**src/rtl/fetch_unit.sv**
```systemverilog
// fetch_unit: instruction fetch stage.
// Keeps the fetch PC, issues in-order requests to instruction memory, and
// buffers returned {pc, instr} pairs in a 2-entry prefetch queue feeding decode.
// Responses belonging to a path abandoned by a flush are counted and discarded.
// Optional feature: define FETCH_BUBBLE_COUNT_EN to add the bubble_count port,
// a saturating count of cycles in which decode was starved.
module fetch_unit #(
    parameter logic [31:0] RESET_PC = 32'h0000_0000,
    parameter logic [31:0] PC_STEP  = 32'd2
) (
    input  logic        clk,
    input  logic        reset,
    output logic        imem_req,
    output logic [31:0] imem_addr,
    input  logic        imem_valid,
    input  logic [31:0] imem_rdata,
    input  logic        flush,
    input  logic [31:0] branch_target,
    input  logic        stall_D,
    output logic        valid_D,
    output logic [31:0] PC_D,
    output logic [31:0] Instr_D
`ifdef FETCH_BUBBLE_COUNT_EN
    ,
    output logic [31:0] bubble_count
`endif
);

    logic [31:0] fetch_pc;

    // Prefetch queue; entry 0 is always the head shown to decode.
    logic [31:0] q_pc    [2];
    logic [31:0] q_instr [2];
    logic [1:0]  count;

    // PCs of requests still waiting for their response, oldest in entry 0.
    logic [31:0] pend_pc [2];
    logic [1:0]  outstanding;
    logic [1:0]  drop;

    logic        pop;
    logic        resp;
    logic        resp_keep;
    logic [2:0]  used;

    // Handshake decode: pop, accepted response, and credit usage.
    always_comb begin
        pop       = valid_D && !stall_D && !flush;
        resp      = imem_valid && (outstanding != 2'd0);
        resp_keep = resp && (drop == 2'd0) && !flush;
        // A slot freed by this cycle's pop is reusable by this cycle's
        // request, which keeps 1-cycle memory at one instruction per cycle.
        used      = 3'(count) + 3'(outstanding) - 3'(pop);
        imem_req  = !reset && !flush && (used < 3'd2);
        imem_addr = fetch_pc;
        valid_D   = (count != 2'd0);
        PC_D      = q_pc[0];
        Instr_D   = q_instr[0];
    end

    // Fetch PC: reset vector, redirect target, or advance on each issue.
    always_ff @(posedge clk or posedge reset) begin
        // NOTE: sequential state uses non-blocking assignments only, so every
        // register samples the pre-edge values regardless of statement order.
        if (reset)
            fetch_pc <= RESET_PC;
        else if (flush)
            fetch_pc <= branch_target;
        else if (imem_req)
            fetch_pc <= fetch_pc + PC_STEP;
    end

    // Outstanding-request tracking: PC queue, in-flight count, drop count.
    always_ff @(posedge clk or posedge reset) begin
        if (reset) begin
            pend_pc[0]  <= '0;
            pend_pc[1]  <= '0;
            outstanding <= '0;
            drop        <= '0;
        end else begin
            case ({imem_req, resp})
                2'b10: begin
                    pend_pc[outstanding[0]] <= fetch_pc;
                    outstanding             <= outstanding + 2'd1;
                end
                2'b01: begin
                    pend_pc[0]  <= pend_pc[1];
                    outstanding <= outstanding - 2'd1;
                end
                2'b11: begin
                    if (outstanding == 2'd1) begin
                        pend_pc[0] <= fetch_pc;
                    end else begin
                        pend_pc[0] <= pend_pc[1];
                        pend_pc[1] <= fetch_pc;
                    end
                end
                default: ;
            endcase
            // Everything still in flight after a flush belongs to the old path.
            if (flush)
                drop <= outstanding - 2'(resp);
            else if (resp && (drop != 2'd0))
                drop <= drop - 2'd1;
        end
    end

    // Prefetch queue: push kept responses, pop on decode accept, clear on flush.
    always_ff @(posedge clk or posedge reset) begin
        // NOTE: the queue storage is reset (not just count) because PC_D and
        // Instr_D come straight from the head entry and must read 0 in reset.
        if (reset) begin
            q_pc[0]    <= '0;
            q_pc[1]    <= '0;
            q_instr[0] <= '0;
            q_instr[1] <= '0;
            count      <= '0;
        end else if (flush) begin
            count <= '0;
        end else begin
            case ({pop, resp_keep})
                2'b10: begin
                    q_pc[0]    <= q_pc[1];
                    q_instr[0] <= q_instr[1];
                    count      <= count - 2'd1;
                end
                2'b01: begin
                    q_pc[count[0]]    <= pend_pc[0];
                    q_instr[count[0]] <= imem_rdata;
                    count             <= count + 2'd1;
                end
                2'b11: begin
                    if (count == 2'd1) begin
                        q_pc[0]    <= pend_pc[0];
                        q_instr[0] <= imem_rdata;
                    end else begin
                        q_pc[0]    <= q_pc[1];
                        q_instr[0] <= q_instr[1];
                        q_pc[1]    <= pend_pc[0];
                        q_instr[1] <= imem_rdata;
                    end
                end
                default: ;
            endcase
        end
    end

`ifdef FETCH_BUBBLE_COUNT_EN
    // Starvation counter: saturating count of cycles decode had nothing to take.
    always_ff @(posedge clk or posedge reset) begin
        if (reset)
            bubble_count <= '0;
        else if (!valid_D && !stall_D && (bubble_count != 32'hFFFF_FFFF))
            bubble_count <= bubble_count + 32'd1;
    end
`endif

endmodule

```
**config.mk**
```make
export PLATFORM = sky130hd
export DESIGN_NAME = fetch_unit
export DESIGN_NICKNAME = d
export VERILOG_FILES = /design/src/rtl/fetch_unit.sv
export SDC_FILE = /design/constraint.sdc
export NUM_CORES = 1
export LEC_CHECK = 0
export BUFFER_PORTS_ARGS = -buffer_cell sky130_fd_sc_hd__buf_2
export CAP_MARGIN = 10
export CORE_UTILIZATION = 45
export DETAILED_ROUTE_END_ITERATION = 8
export HOLD_SLACK_MARGIN = 0.05
export PLACE_DENSITY = 0.75
export SLEW_MARGIN = 5
export SYNTH_ARGS = -nofsm -noshare
export SYNTH_HDL_FRONTEND = slang
export SYNTH_SLANG_ARGS = --single-unit
```
**constraint.sdc**
```tcl
create_clock -name clk -period 10.55 [get_ports clk]
set_clock_uncertainty 0.05 [all_clocks]
set_input_delay 2.11 -clock clk [delete_from_list [all_inputs] [get_ports clk]]
set_output_delay 2.11 -clock clk [all_outputs]
set_load 0.05 [all_outputs]
```
==> impl_results.md <==
- Part of the power in combinational logic: 0.394
- DR WL/cell: 18.0 µm
- Min Tclk post-route: 7610 ps
- Clock Pin Slew Worst Setup and Hold Paths: 60 ps
- Die Y: 169 µm
- Net switching power: 1.69 mW
- Drt drc: 0
- WP data arrival: 5450 ps
- WS Path Type: primary input to output pin
- Die area: 0.0286 mm²
- N_diodes: 0
- Slew Limit Fails: 0
- Vias per cell: 5.66
- Top cells by area, synth: dfrtp_1, mux2i_1, mux2_2
- Core ar.: 0.0272 mm²
- Starting DRT DRC Count: 623
- Syn. warnings: 0
- Final WL: 29800 µm
- P_leak: 6.55 nW
- Avg Inst Size Synth: 10.4 µm²
- Die Wd: 169 µm
- Top-area cell type share of the netlist area: 0.458
- Commonest non-fill, non-tap cells in the layout: dfrtp_1, mux2i_1, buf_2, nand2_1, o21ai_0
- HPWL Detailed: 18400 µm
- Fmax achieved: 131 MHz
- Relative slew slack: 0.192
- EDFF count, synth: 0
- H-tree depth: 1
- Hold_ws: 458 ps
- Gr ovfl total: 0
- Commonest non-fill, non-tap cell in the layout: dfrtp_1
- Global-route wire length before repair: 47900 µm
- P_int: 2.40 mW
- CTS sink cnt: 230
- RSZ-0062 raised after global routing: no
- CP peak stage delay: 520 ps
- Final setup vio count: 0
- Nets: 1343
- Clock Latency Late Sink: 530 ps
- Top_reg_cell synth: dfrtp_1
- Sw Share: 0.414
- Peak supply drop: 152 µV
- # fillers: 2416
- HP Class: register to register
- Root buffer cell: clkbuf_16
- Initial antenna violation count: 1
- Status: complete, no violations
- Site Rows: 60
- Post-synthesis instance total: 1204
- Clock share of power: 0.229
- Ports: 167
- Final hold violations: 0
- CTS Hold Bufs: 0
- CTS tree: yes
- Final antenna-violating net count: 0
- Setup crit end kind: output pin
- Yosys top cell by area: dfrtp_1
- Overall Global Routing Usage: 0.208
- Initial Utilization: 0.463
- Cell mode on critical path: buf_2
- Slowest CP cell: nor3b_1
- Layout cell share with drive strength beyond 1: 0.258
- Pre-Repair DR Iteration Count: 5
- Gpl congestion: 0.805
- Number of distinct library cells after synthesis: 46
- Postcts setup bufs: 0
- Largest net degree at the start of global routing: 152
- Maximum fanout along the worst path: 68
- # Max-Cap Violations: 0
- #FFs+latches synth: 230
- Critical path, cell by cell: buf_2 -> buf_4 -> clkinv_1 -> nand2_4 -> nor2_1 -> fa_1 -> xnor2_1 -> nor3b_1 -> nand2_1 -> inv_1 -> buf_2
- Post-route core utilization: 0.519
- Via count: 9348
- Area grow syn2layout: 12.2%
- Tcrit/Tclk final: 0.721
- Placed Area: 0.0132 mm²
- Asr flop ratio synth: 1.00
- Net Count, Synth: 1286
- Fin Setup TNS: 0 ps
- PwrDens: 290 mW/mm²
- Actual slew at the worst max-slew pin: 1210 ps
- Cts bufs inserted: 27
- Seq/Total Area, Yosys: 0.458
- Critical path launch point type: primary input
- I/O Buffers: 166
- Vias in the first global route: 8984
- Req. time, crit path: 8390 ps
- Post-cts resize count: 0
- CTS max path bufs: 3
- Flop pwr share: 0.377
- Power Total: 4.09 mW
- Cell area after layout: 0.0141 mm²
- Mapped Area: 0.0126 mm²
[layer usage]
layer	global-route usage	vias up	part of all wire
met5	0	-	0
met2	0.329	300	0.45
met3	0.0336	28	0.063
met1	0.298	4636	0.47
met4	0.0478	0	0.015
li1	-	4384	-
[cells by family after synthesis]
logic type	synth area share
flops	0.458
simple gates	0.0814
mux	0.241
fa+ha+maj	0.0135
buf+inv	0.0701
xor+xnor	0.0209
compound gates	0.115
[layout make-up]
| type | instances | area, µm² | share of cell area |
|---|---|---|---|
| clock buffers | 34 | 732 | 0.0519 |
| clock inverters | 15 | 174 | 0.0123 |
| inverters | 16 | 67.6 | 0.00479 |
| multi-input cells | 808 | 5980 | 0.424 |
| flip-flops and latches | 230 | 5760 | 0.408 |
| well taps | 372 | 465 | 0.0330 |
| repair buffers | 178 | 921 | 0.0653 |
[final timing paths]
| kind | start | to | slack [ps] | depth (start not counted) |
|---|---|---|---|---|
| worst min-delay path | pend_pc[6] | pend_pc[6] | 460 | 1 |
| worst max-delay path | flush | imem_req | 2940 | 11 |
| min in group asynchronous | reset | imem_addr[31] | 1790 | 2 |
| worst min register to register | pend_pc[6] | pend_pc[6] | 460 | 1 |
| worst max register to register | count[0] | pend_pc[56] | 4260 | 17 |
| max in group asynchronous | reset | pend_pc[42] | 6900 | 3 |
[critical path, delay by kind of cell]
kind	cells	cell delay, ps
and+or+nand+nor	4	1270
adders and majority gates	1	430
xor gates and xnor gates	1	190
buffers and inverters	5	1420
[per-stage QoR]
stage / cells / setup slack, ps
global route: 1653 / 2550
floorplan: 1204 / 2090
detailed placement: 1604 / 2900
finish: 1653 / 2940
CTS: 1653 / 2890
global placement: 1604 / 3010
[registers in the layout (all words and copies together), names as in the netlist]
name,flops
Instr_D,32
PC_D,32
count,2
drop,2
imem_addr,32
outstanding,2
pend_pc,64
q_instr,32
q_pc,32
[synthesized netlist by cell type (4+ instances only)]
| master | instances |
|---|---|
| a21oi_1 | 29 |
| a22oi_1 | 23 |
| and3_1 | 7 |
| buf_1 | 10 |
| buf_2 | 14 |
| buf_4 | 64 |
| clkbuf_1 | 62 |
| dfrtp_1 | 230 |
| ha_1 | 12 |
| inv_1 | 14 |
| mux2_2 | 97 |
| mux2i_1 | 194 |
| nand2_1 | 145 |
| nand3_1 | 11 |
| nand4_1 | 5 |
| nor2_1 | 11 |
| nor2b_1 | 4 |
| nor3_1 | 10 |
| nor4_1 | 9 |
| o21ai_0 | 99 |
| o21ai_1 | 16 |
| o22ai_1 | 64 |
| o31ai_1 | 12 |
| xnor2_1 | 22 |
| xor2_1 | 8 |
[power by group through the flow]
stage | Sequential [mW] | Clock (mW) | Combinational (mW)
after global placement | 1.52 | 0 | 1.57
after floorplan | 1.49 | 0 | 1.40
final | 1.54 | 0.938 | 1.61
after CTS | 1.53 | 0.958 | 1.62
after detailed placement | 1.55 | 0 | 1.61
after global routing | 1.59 | 0.995 | 1.74
No activity file was read; power rests on OpenSTA's default activity.
